**config.mk**
```make
export PLATFORM = sky130hd
export DESIGN_NAME = rv_decode_stage
export DESIGN_NICKNAME = d
export VERILOG_FILES = /design/src/rtl/rv_decode_stage.sv
export SDC_FILE = /design/constraint.sdc
export NUM_CORES = 1
export LEC_CHECK = 0
export CORE_MARGIN = 1
export CORE_UTILIZATION = 41
export DETAILED_ROUTE_END_ITERATION = 6
export GPL_TIMING_DRIVEN = 0
export HOLD_SLACK_MARGIN = 0.08
export PLACE_DENSITY = 0.76
export SLEW_MARGIN = 0
export SYNTH_ARGS = -nofsm -noshare
export SYNTH_HDL_FRONTEND = slang
export SYNTH_SLANG_ARGS = --single-unit
```
**constraint.sdc**
```tcl
create_clock -name clk -period 3 [get_ports clk]
set_input_delay 0.6 -clock clk [delete_from_list [all_inputs] [get_ports clk]]
set_output_delay 0.6 -clock clk [all_outputs]
set_load 0.05 [all_outputs]
```
**src/rtl/rv_decode_stage.sv**
```systemverilog
// RV32I decode stage: one registered slot between fetch and execute.
// Splits an instruction into register indices, function fields, a format class and an immediate.
module rv_decode_stage #(
    parameter int XLEN         = 32,
    parameter int ADDR         = 5,
    parameter int ILLEGAL_KILL = 0
) (
    input  logic              clk,
    input  logic              rst_n,
    input  logic              flush,
    input  logic              in_valid,
    output logic              in_ready,
    input  logic [31:0]       in_instr,
    input  logic [XLEN-1:0]   in_pc,
    output logic              out_valid,
    input  logic              out_ready,
    output logic [XLEN-1:0]   out_pc,
    output logic [2:0]        out_fmt,
    output logic              out_is_auipc,
    output logic [ADDR-1:0]   out_rd,
    output logic [ADDR-1:0]   out_rs1,
    output logic [ADDR-1:0]   out_rs2,
    output logic [2:0]        out_funct3,
    output logic [6:0]        out_funct7,
    output logic [XLEN-1:0]   out_imm,
    output logic              out_rd_we,
    output logic              out_illegal
);
    localparam logic [2:0] FMT_R = 3'd0, FMT_I = 3'd1, FMT_LD = 3'd2, FMT_S = 3'd3,
                           FMT_B = 3'd4, FMT_J = 3'd5, FMT_JR = 3'd6, FMT_U = 3'd7;
    localparam logic [4:0] OP_R = 5'b01100, OP_I = 5'b00100, OP_LD = 5'b00000, OP_ST = 5'b01000,
                           OP_BR = 5'b11000, OP_JAL = 5'b11011, OP_JALR = 5'b11001,
                           OP_LUI = 5'b01101, OP_AUIPC = 5'b00101;
    localparam logic KILL = (ILLEGAL_KILL != 0);

    logic [2:0]  f3;
    logic [6:0]  f7;
    assign f3 = in_instr[14:12];
    assign f7 = in_instr[31:25];

    logic [2:0]      dec_fmt;
    logic            dec_illegal;
    logic [ADDR-1:0] dec_rd, dec_rs1, dec_rs2;
    logic [6:0]      dec_f7;
    logic [31:0]     imm32;
    logic [XLEN-1:0] dec_imm;
    logic            dec_rd_we, dec_auipc;

    // Format is taken from opcode[6:2] so that a bad instr[1:0] still decodes best-effort.
    always_comb begin
        dec_fmt     = FMT_R;
        dec_illegal = 1'b0;
        case (in_instr[6:2])
            OP_R: begin
                dec_fmt = FMT_R;
                if (f7 != 7'b0000000 && f7 != 7'b0100000) dec_illegal = 1'b1;
                if (f7 == 7'b0100000 && f3 != 3'b000 && f3 != 3'b101) dec_illegal = 1'b1;
            end
            OP_I: begin
                dec_fmt = FMT_I;
                if (f3 == 3'b001 && f7 != 7'b0000000) dec_illegal = 1'b1;
                if (f3 == 3'b101 && f7 != 7'b0000000 && f7 != 7'b0100000) dec_illegal = 1'b1;
            end
            OP_LD: begin
                dec_fmt = FMT_LD;
                if (f3 == 3'b011 || f3 == 3'b110 || f3 == 3'b111) dec_illegal = 1'b1;
            end
            OP_ST: begin
                dec_fmt = FMT_S;
                if (f3 >= 3'b011) dec_illegal = 1'b1;
            end
            OP_BR: begin
                dec_fmt = FMT_B;
                if (f3 == 3'b010 || f3 == 3'b011) dec_illegal = 1'b1;
            end
            OP_JAL:  dec_fmt = FMT_J;
            OP_JALR: begin
                dec_fmt = FMT_JR;
                if (f3 != 3'b000) dec_illegal = 1'b1;
            end
            OP_LUI, OP_AUIPC: dec_fmt = FMT_U;
            default: dec_illegal = 1'b1;
        endcase
        if (in_instr[1:0] != 2'b11) dec_illegal = 1'b1;
    end

    always_comb begin
        dec_rd  = (dec_fmt == FMT_S || dec_fmt == FMT_B) ? '0 : ADDR'(in_instr[11:7]);
        dec_rs1 = (dec_fmt == FMT_J || dec_fmt == FMT_U) ? '0 : ADDR'(in_instr[19:15]);
        dec_rs2 = (dec_fmt == FMT_R || dec_fmt == FMT_S || dec_fmt == FMT_B)
                  ? ADDR'(in_instr[24:20]) : '0;
        dec_f7  = (dec_fmt == FMT_R || (dec_fmt == FMT_I && (f3 == 3'b001 || f3 == 3'b101)))
                  ? f7 : 7'd0;
        case (dec_fmt)
            FMT_I, FMT_LD, FMT_JR: imm32 = {{20{in_instr[31]}}, in_instr[31:20]};
            FMT_S:  imm32 = {{20{in_instr[31]}}, in_instr[31:25], in_instr[11:7]};
            FMT_B:  imm32 = {{19{in_instr[31]}}, in_instr[31], in_instr[7], in_instr[30:25],
                             in_instr[11:8], 1'b0};
            FMT_J:  imm32 = {{11{in_instr[31]}}, in_instr[31], in_instr[19:12], in_instr[20],
                             in_instr[30:21], 1'b0};
            FMT_U:  imm32 = {in_instr[31:12], 12'd0};
            default: imm32 = 32'd0;
        endcase
        dec_imm   = XLEN'($signed(imm32));
        dec_auipc = (dec_fmt == FMT_U) && !in_instr[5];
        dec_rd_we = (dec_rd != '0) && dec_fmt != FMT_S && dec_fmt != FMT_B && !dec_illegal;
    end

    logic            valid_q, valid_d;
    logic [XLEN-1:0] pc_q, pc_d, imm_q, imm_d;
    logic [2:0]      fmt_q, fmt_d, f3_q, f3_d;
    logic            auipc_q, auipc_d, rd_we_q, rd_we_d, illegal_q, illegal_d;
    logic [ADDR-1:0] rd_q, rd_d, rs1_q, rs1_d, rs2_q, rs2_d;
    logic [6:0]      f7_q, f7_d;
    logic            accept;

    assign in_ready = !valid_q || out_ready;
    assign accept   = in_valid && in_ready;

    always_comb begin
        valid_d = valid_q;   pc_d = pc_q;       imm_d = imm_q;     fmt_d = fmt_q;
        f3_d = f3_q;         auipc_d = auipc_q; rd_we_d = rd_we_q; illegal_d = illegal_q;
        rd_d = rd_q;         rs1_d = rs1_q;     rs2_d = rs2_q;     f7_d = f7_q;
        if (flush) begin
            valid_d = 1'b0;
        end else if (accept && !(KILL && dec_illegal)) begin
            valid_d = 1'b1;      pc_d = in_pc;         imm_d = dec_imm;     fmt_d = dec_fmt;
            f3_d = f3;           auipc_d = dec_auipc;  rd_we_d = dec_rd_we; illegal_d = dec_illegal;
            rd_d = dec_rd;       rs1_d = dec_rs1;      rs2_d = dec_rs2;     f7_d = dec_f7;
        end else if (out_ready) begin
            // Also covers a killed illegal accept: the slot is either empty or draining.
            valid_d = 1'b0;
        end
    end

    always_ff @(posedge clk or negedge rst_n) begin
        if (!rst_n) begin
            valid_q <= 1'b0;  pc_q <= '0;     imm_q <= '0;     fmt_q <= '0;
            f3_q <= '0;       auipc_q <= 1'b0; rd_we_q <= 1'b0; illegal_q <= 1'b0;
            rd_q <= '0;       rs1_q <= '0;     rs2_q <= '0;     f7_q <= '0;
        end else begin
            valid_q <= valid_d;  pc_q <= pc_d;       imm_q <= imm_d;     fmt_q <= fmt_d;
            f3_q <= f3_d;        auipc_q <= auipc_d; rd_we_q <= rd_we_d; illegal_q <= illegal_d;
            rd_q <= rd_d;        rs1_q <= rs1_d;     rs2_q <= rs2_d;     f7_q <= f7_d;
        end
    end

    assign out_valid    = valid_q;
    assign out_pc       = pc_q;
    assign out_fmt      = fmt_q;
    assign out_is_auipc = auipc_q;
    assign out_rd       = rd_q;
    assign out_rs1      = rs1_q;
    assign out_rs2      = rs2_q;
    assign out_funct3   = f3_q;
    assign out_funct7   = f7_q;
    assign out_imm      = imm_q;
    assign out_rd_we    = rd_we_q;
    assign out_illegal  = illegal_q;
endmodule

```
==> impl_metrics.csv, run 1 <==
group,metric,value,unit
run_status,status,"complete, no violations",
floorplanning,initial_core_util,42.90,%
floorplanning,rows,36,
synth,synthDistinctLibCells,49,
route,wl_per_cell,16.99,µm
setup_path,reg2reg_to,"out_imm[29]$_DFFE_PN0P_",
floorplanning,num_io_pins,166,
timing,final_hold_viol_count,0,
cts,cts-buffers-inserted,9,
timing,period_needed,2.621,ns
power,p_per_area,600.8,nW/µm²
route,drcViolationCount,0,
cts,clock_latency,0.37,ns
setup_path,crit_fanout,4,
synth,ys_seq_elements,96,
grt,grt_pass1_vias,3782,
layout,drive_above_1_share,7.729,%
grt,grt_max_degree,75,
synth,synthTopCellsByArea,"dfrtp_1, nand2_1, a22o_1",
timing,report.final.slew_viol_count,0,
layout,final_cells,754,
timing,worstMarginPinSlew,0.8669,ns
timing,fin_skew,0.007181,ns
floorplanning,die_w,103.8,µm
cts,cts.clk_slew.worst_paths,0.09,ns
timing,fmax,381.5,MHz
synth,synth_edf_count,0,
floorplanning,core-area,9910,µm²
place,post-dp-hpwl,9737,µm
power,vdd_drop_max,274.3,µV
setup_path,cp-end-kind,"primary output",
setup_path,cp_data_required_time,2.40,ns
power,total_power,3781,µW
synth,yosysWarnings,0,
cts,clk_path_buf_depth,2,
layout,final_net_count,685,
setup_path,critPathLaunch,"out_ready",
cts,post_cts_resize_count,0,
synth,netlist_area,4252,µm²
grt,grt_pass1_wl,20610,µm
cts,cts_tree,"yes",
synth,synthCells,439,
route,ant_nets,0,
timing,rsz0062_at_grt,"false",
route,initialDrtViolationCount,246,
synth,synthFlopType,"dfrtp_1",
grt,track_usage,24.62,%
cts,h-tree-depth,3,
power,p_leak,0.002795,µW
route,viasPerCell,5.210,
layout,syn2layout_area_growth,48.03,%
setup_path,reg2reg_slack,0.90,ns
setup_path,worst_r2r_path_depth,6,
place,dp_cells,738,
route,dr.pass1.iters,4,
floorplanning,die_h,103.8,µm
setup_path,worstSetupStartpointType,"primary input",
place,place_congestion,0.8722,
timing,setup_viol,0,
synth,yosysTopAreaCellShare,56.50,%
floorplanning,dieArea,10780,µm²
worst_hold_path,hold_path_class,"in2async",
cts,postCtsHoldBufs,0,
grt,overflow,0,
synth,synth_top_area_cell,"dfrtp_1",
cts,clkSinkCount,96,
cts,cts_setup_buffers,0,
synth,syn_area_per_cell,9.685,µm²
layout,n_antenna_cell,0,
synth,synthArstFlopShare,100.0,%
run,maxCapViolations,0,
route,routed_wl,12810,µm
setup_path,r2r-start,"out_valid$_DFFE_PN0P_",
cts,cts-root-buf,"clkbuf_8",
timing,period_share,87.37,%
grt,antenna_found_initial,0,
synth,synth.net_count,508,
synth,yosysSeqAreaShare,56.50,%
timing,relSlewSlack,41.45,%
setup_path,worst-endpoint-arrival,2.02,ns
route,vias,3928,
place,numPortBuffers,165,
setup_path,critPathKind,"in2out",
[metrics by stage]
stage | util (%) | hold slack (ns) | TNS [ns] | area (µm²) | worst slack [ns]
after detailed placement | 61.50 | 0.4607 | 0 | 6095 | 0.2400
after floorplan | - | 0.3044 | 0 | 4252 | 0.9076
final | 63.51 | 0.1256 | 0 | 6294 | 0.3790
after CTS | 63.51 | 0.1288 | 0 | 6294 | 0.3565
after global routing | 63.51 | 0.1244 | 0 | 6294 | 0.2874
after global placement | 61.25 | 0.4582 | -201.00 | 6070 | -2.101
[logic make-up after synthesis]
kind of cell	synth area share [%]
AOI/OAI and AO/OA	15.51
xor gates and xnor gates	0.2060
buffers and inverters	4.179
DFF	56.50
muxes	0.2354
and+or+nand+nor	23.37
[worst max path at each step]
stage                                          to  slack (ns)  cells past startpoint
after CTS                                in_ready        0.36                      4
after global routing                     in_ready        0.29                      4
final                                    in_ready        0.38                      4
after global placement     out_pc[21]$_DFFE_PN0P_       -2.10                      1
after detailed placement  out_imm[29]$_DFFE_PN0P_        0.24                      7
after floorplan            out_pc[10]$_DFFE_PN0P_        0.91                      8
[registers in the layout, indices dropped and copies added, names as in the netlist]
name	flops
out_is_auipc	1
out_pc	32
out_valid	1
out_illegal	1
out_fmt	3
out_funct3	3
out_funct7	7
out_rs1	5
out_imm	32
out_rs2	5
out_rd	5
out_rd_we	1
[cells in the mapped netlist, types with 2 or more instances]
master and count:
a211oi_4 2, a21oi_1 10, a22o_1 25, a22oi_1 4, a31oi_1 4, and2_1 3
and3_1 3, buf_1 2, buf_2 10, buf_4 6, buf_6 3, clkbuf_1 6
dfrtp_1 96, inv_1 3, inv_2 2, nand2_1 153, nand2b_1 3, nand3_1 24
nor2_1 14, nor2b_1 3, nor3_1 3, nor3b_2 3, nor4b_1 2, o211ai_1 3
o21a_1 2, o21ai_0 12, o21ai_1 14, o21bai_1 2, o31ai_1 2
[power by group]
part / internal, µW / total [µW] / switching, µW
registers: 1460 / 1540 / 88.5
clock network: 410 / 856 / 445
logic: 477 / 1380 / 904
total: 2340 / 3780 / 1440
[worst max-delay path, stage by stage]
cell and delay (ns):
clkdlybuf4s50_1 0.39, nor2b_1 0.23, inv_1 0.09, clkdlybuf4s50_1 0.71
[placed cells by master, fill, tap and decap left out, drive strengths merged, types with 3 or more instances in the layout]
cell,instances
a21oi,10
a22o,25
a22oi,4
a31oi,4
and2,3
and3,3
buf,23
clkbuf,18
clkdlybuf4s50,164
dfrtp,96
inv,5
nand2,153
nand2b,3
nand3,24
nor2,14
nor2b,4
nor3,4
nor3b,3
o211ai,4
o21ai,26
[metal layers]
metal / vias to the layer above / GRT usage (%) / wire length, µm
met3: 14 / 5.790 / 850
met4: 0 / 6.939 / 165
met5: - / 0 / 0
met1: 1891 / 32.62 / 5610
li1: 1866 / - / -
met2: 157 / 40.38 / 6182
[layout make-up]
class,instances,area [µm²]
inverters,5,18.77
fillers,835,3616
well taps,133,166.4
repair buffers,166,1677
clock inverters,4,53.80
plain buffers,27,158.9
flip-flops and latches,96,2402
multi-input cells,311,1672
clock buffers,12,145.1
Note: power is estimated with default switching activity, not from simulation.
==> run 2: changes to the inputs <==
--- a/config.mk
+++ b/config.mk
@@ -11,7 +11,7 @@
 export GPL_TIMING_DRIVEN = 0
 export HOLD_SLACK_MARGIN = 0.08
 export PLACE_DENSITY = 0.76
-export SLEW_MARGIN = 0
+export SLEW_MARGIN = 25
 export SYNTH_ARGS = -nofsm -noshare
 export SYNTH_HDL_FRONTEND = slang
 export SYNTH_SLANG_ARGS = --single-unit
==> impl_metrics.csv, run 2 (synthesis gave the netlist of run 1 again) <==
group,metric,value,unit
run_status,status,"complete, no violations",
power,vdd_drop_max,316.3,µV
timing,rsz0062_at_grt,"false",
cts,cts-buffers-inserted,9,
floorplanning,initial_core_util,42.90,%
cts,clkSinkCount,96,
route,initialDrtViolationCount,261,
timing,fmax,380.4,MHz
cts,cts_setup_buffers,0,
setup_path,worst-endpoint-arrival,2.03,ns
setup_path,cp-end-kind,"primary output",
timing,report.final.slew_viol_count,0,
power,p_per_area,598.2,nW/µm²
grt,antenna_found_initial,0,
grt,overflow,0,
floorplanning,rows,36,
place,post-dp-hpwl,9733,µm
timing,period_share,87.62,%
route,viasPerCell,5.210,
layout,post-route-util,63.51,%
route,dr.pass1.iters,5,
floorplanning,num_io_pins,166,
layout,n_antenna_cell,0,
timing,relSlewSlack,44.10,%
timing,setup_viol,0,
setup_path,worst_r2r_path_depth,6,
cts,cts.clk_slew.worst_paths,0.08,ns
layout,final_cell_mix,"clkdlybuf4s50_1, nand2_1, dfrtp_1",
timing,tns,0,ns
grt,track_usage,24.79,%
grt,grt_max_degree,80,
layout,final_net_count,686,
timing,period_needed,2.629,ns
layout,final-seq-area,2402,µm²
floorplanning,dieArea,10780,µm²
cts,cts-root-buf,"clkbuf_8",
route,routed_wl,12960,µm
setup_path,cp_data_required_time,2.40,ns
route,wl_per_cell,17.22,µm
worst_hold_path,holdPathStages,2,
worst_hold_path,hold_path_class,"reg2reg",
setup_path,crit_fanout,4,
place,place_congestion,0.8722,
cts,cts_tree,"yes",
floorplanning,die_w,103.8,µm
cts,clock_latency,0.36,ns
layout,drive_above_1_share,7.581,%
setup_path,worstSetupStartpointType,"primary input",
floorplanning,core-area,9910,µm²
place,numPortBuffers,165,
grt,grt_pass1_wl,20820,µm
cts,h-tree-depth,3,
setup_path,critPathKind,"in2out",
run,maxCapViolations,0,
layout,fillers,846,
route,ant_nets,0,
floorplanning,die_h,103.8,µm
layout,multi_input_comb_area,1672,µm²
power,p_leak,0.002803,µW
grt,grt_pass1_vias,3861,
layout,final_common_cell,"clkdlybuf4s50_1",
cts,post_cts_resize_count,0,
timing,final_hold_viol_count,0,
power,total_power,3765,µW
timing,fin_skew,0.007761,ns
route,drcViolationCount,0,
cts,postCtsHoldBufs,1,
layout,syn2layout_area_growth,48.03,%
timing,worstMarginPinSlew,0.8276,ns
cts,clk_path_buf_depth,2,
route,vias,3923,
run 2: path summary, 6_finish.rpt:
check                                             from                       to  slack [ns]
worst min-delay path            out_pc[22]$_DFFE_PN0P_   out_pc[22]$_DFFE_PN0P_        0.48
worst max-delay path                         out_ready                 in_ready        0.37
worst min register to register  out_pc[22]$_DFFE_PN0P_   out_pc[22]$_DFFE_PN0P_        0.48
min in group asynchronous                        rst_n   out_pc[30]$_DFFE_PN0P_        0.63
worst max register to register   out_valid$_DFFE_PN0P_  out_imm[29]$_DFFE_PN0P_        0.94
max in group asynchronous                        rst_n   out_pc[22]$_DFFE_PN0P_        1.75
run 2: metrics by stage:
step | instance area [µm²] | hold slack, ns | worst slack (ns) | cells
6_report | 6294 | 0.4756 | 0.3713 | 753
5_1_grt | 6294 | 0.5030 | 0.3097 | 753
4_1_cts | 6294 | 0.4822 | 0.3672 | 753
3_5_place_dp | 6098 | 0.4508 | 0.2610 | 738
3_3_place_gp | 6070 | 0.4582 | -2.101 | 737
2_1_floorplan | 4252 | 0.3044 | 0.9076 | 439
run 2: metal layers:
layer  share of wire, %  wire, µm  track usage (%)
met1                 44      5692            32.06
met2                 49      6289            41.29
met3                6.0       781            5.160
met4                1.5       199            8.673
met5                  0         0                0
run 2: power by group:
part / switching, µW / internal (µW)
Clock: 435 / 400
Sequential: 88.7 / 1460
Combinational: 907 / 478
Total: 1430 / 2330
run 2: layout make-up:
type                       instances  area share [%]
buffer                            27           2.525
clock inverter                     3          0.6958
tap                              133           2.644
timing repair buffer             167           26.86
clock buffer                      11           2.247
multi-input combinational        311           26.56
sequential                        96           38.17
inverter                           5          0.2982
run 2: worst max-delay path, cell delays in order:
cell	delay, ns
clkdlybuf4s50_1	0.39
nor2b_1	0.23
inv_1	0.09
clkdlybuf4s50_1	0.71
==> run 3: changes to the inputs <==
--- a/config.mk
+++ b/config.mk
@@ -11,7 +11,7 @@
 export GPL_TIMING_DRIVEN = 0
 export HOLD_SLACK_MARGIN = 0.08
 export PLACE_DENSITY = 0.76
-export SLEW_MARGIN = 25
+export SLEW_MARGIN = 20
 export SYNTH_ARGS = -nofsm -noshare
 export SYNTH_HDL_FRONTEND = slang
 export SYNTH_SLANG_ARGS = --single-unit
==> impl_metrics.csv, run 3 (synthesis gave the netlist of run 1 again) <==
group,metric,value,unit
run_status,status,"complete, no violations",
grt,grt_pass1_wl,20640,µm
timing,fmax,381.9,MHz
cts,cts-buffers-inserted,9,
setup_path,worst-endpoint-arrival,2.02,ns
grt,grt.met3_usage,4.405,%
layout,final_common_cell,"clkdlybuf4s50_1",
layout,final-seq-area,2402,µm²
timing,period_share,87.29,%
cts,h-tree-depth,3,
timing,period_needed,2.619,ns
floorplanning,core-area,9910,µm²
cts,postCtsHoldBufs,1,
grt,grt_max_degree,82,
timing,holdWs,0.4790,ns
cts,cts_setup_buffers,0,
worst_hold_path,hold_path_class,"reg2reg",
route,viasPerCell,5.252,
floorplanning,initial_core_util,42.90,%
timing,tns,0,ns
layout,multi_input_comb_area,1672,µm²
grt,overflow,0,
setup_path,crit_fanout,4,
layout,final_net_count,686,
layout,n_antenna_cell,0,
cts,post_cts_resize_count,0,
floorplanning,num_io_pins,166,
cts,clk_path_buf_depth,2,
power,p_per_area,589.5,nW/µm²
power,p_leak,0.002790,µW
grt,grt_util_met1,32.64,%
timing,rsz0062_at_grt,"false",
worst_hold_path,holdPathStages,2,
grt,grt_use_met2,41.14,%
power,vdd_drop_max,271.5,µV
run,maxCapViolations,0,
grt,grt_pass1_vias,3814,
setup_path,cp-end-kind,"primary output",
setup_path,worst_r2r_path_depth,6,
route,dr.pass1.iters,5,
cts,clkSinkCount,96,
cts,clock_latency,0.36,ns
floorplanning,die_w,103.8,µm
setup_path,worstSetupStartpointType,"primary input",
cts,cts-root-buf,"clkbuf_8",
place,post-dp-hpwl,9743,µm
floorplanning,die_h,103.8,µm
place,place_congestion,0.8722,
timing,fin_skew,0.006449,ns
floorplanning,dieArea,10780,µm²
timing,worstMarginPinSlew,0.8223,ns
place,numPortBuffers,165,
route,ant_nets,0,
floorplanning,rows,36,
layout,final_cell_mix,"clkdlybuf4s50_1, nand2_1, dfrtp_1",
route,vias,3965,
layout,syn2layout_area_growth,47.76,%
grt,track_usage,24.60,%
route,initialDrtViolationCount,265,
cts,cts.clk_slew.worst_paths,0.09,ns
layout,fillers,833,
grt,antenna_found_initial,0,
layout,drive_above_1_share,7.717,%
cts,cts_tree,"yes",
timing,report.final.slew_viol_count,0,
timing,setup_viol,0,
grt,top_usage_layer,"met2",
power,total_power,3704,µW
timing,final_hold_viol_count,0,
setup_path,cp_data_required_time,2.40,ns
timing,relSlewSlack,44.47,%
setup_path,critPathKind,"in2out",
route,wl_per_cell,16.96,µm
route,drcViolationCount,0,
layout,post-route-util,63.40,%
route,routed_wl,12810,µm
## run 3: through the flow
| stage | setup WS (ns) | cell area, µm² | cells |
|---|---|---|---|
| after CTS | 0.3743 | 6282 | 755 |
| after detailed placement | 0.2798 | 6098 | 738 |
| after floorplan | 0.9076 | 4252 | 439 |
| after global placement | -2.101 | 6070 | 737 |
| final | 0.3814 | 6282 | 755 |
| after global routing | 0.3136 | 6282 | 755 |
## run 3: worst paths after layout
check | from | to | slack, ns
max in group asynchronous | rst_n | out_rs2[0]$_DFFE_PN0P_ | 1.75
min | out_pc[22]$_DFFE_PN0P_ | out_pc[22]$_DFFE_PN0P_ | 0.48
max | out_ready | in_ready | 0.38
max reg2reg | out_valid$_DFFE_PN0P_ | out_imm[29]$_DFFE_PN0P_ | 0.97
min reg2reg | out_pc[22]$_DFFE_PN0P_ | out_pc[22]$_DFFE_PN0P_ | 0.48
min in group asynchronous | rst_n | out_funct3[0]$_DFFE_PN0P_ | 0.62
## run 3: report_power, final
part / leakage, µW / switching (µW) / internal [µW]
combinational: 0.00148 / 907 / 478
sequential: 0.00123 / 88.0 / 1460
clock: 0.0000830 / 448 / 327
## run 3: metal layers
metal / up-vias / wire, µm
li1: 1861 / -
met1: 1942 / 5759
met2: 151 / 6230
met3: 11 / 682
met4: 0 / 136
met5: - / 0
## run 3: area by class of cell
cell class	instances	area share (%)
Sequential cell	96	38.24
Clock inverter	4	0.4581
Inverter	5	0.2987
Timing Repair Buffer	167	26.91
Tap cell	133	2.649
Buffer	27	2.529
Clock buffer	12	2.310
Multi-Input combinational cell	311	26.61
## run 3: critical path: stages
cell	delay, ns
clkdlybuf4s50_1	0.40
nor2b_1	0.23
inv_1	0.09
clkdlybuf4s50_1	0.71
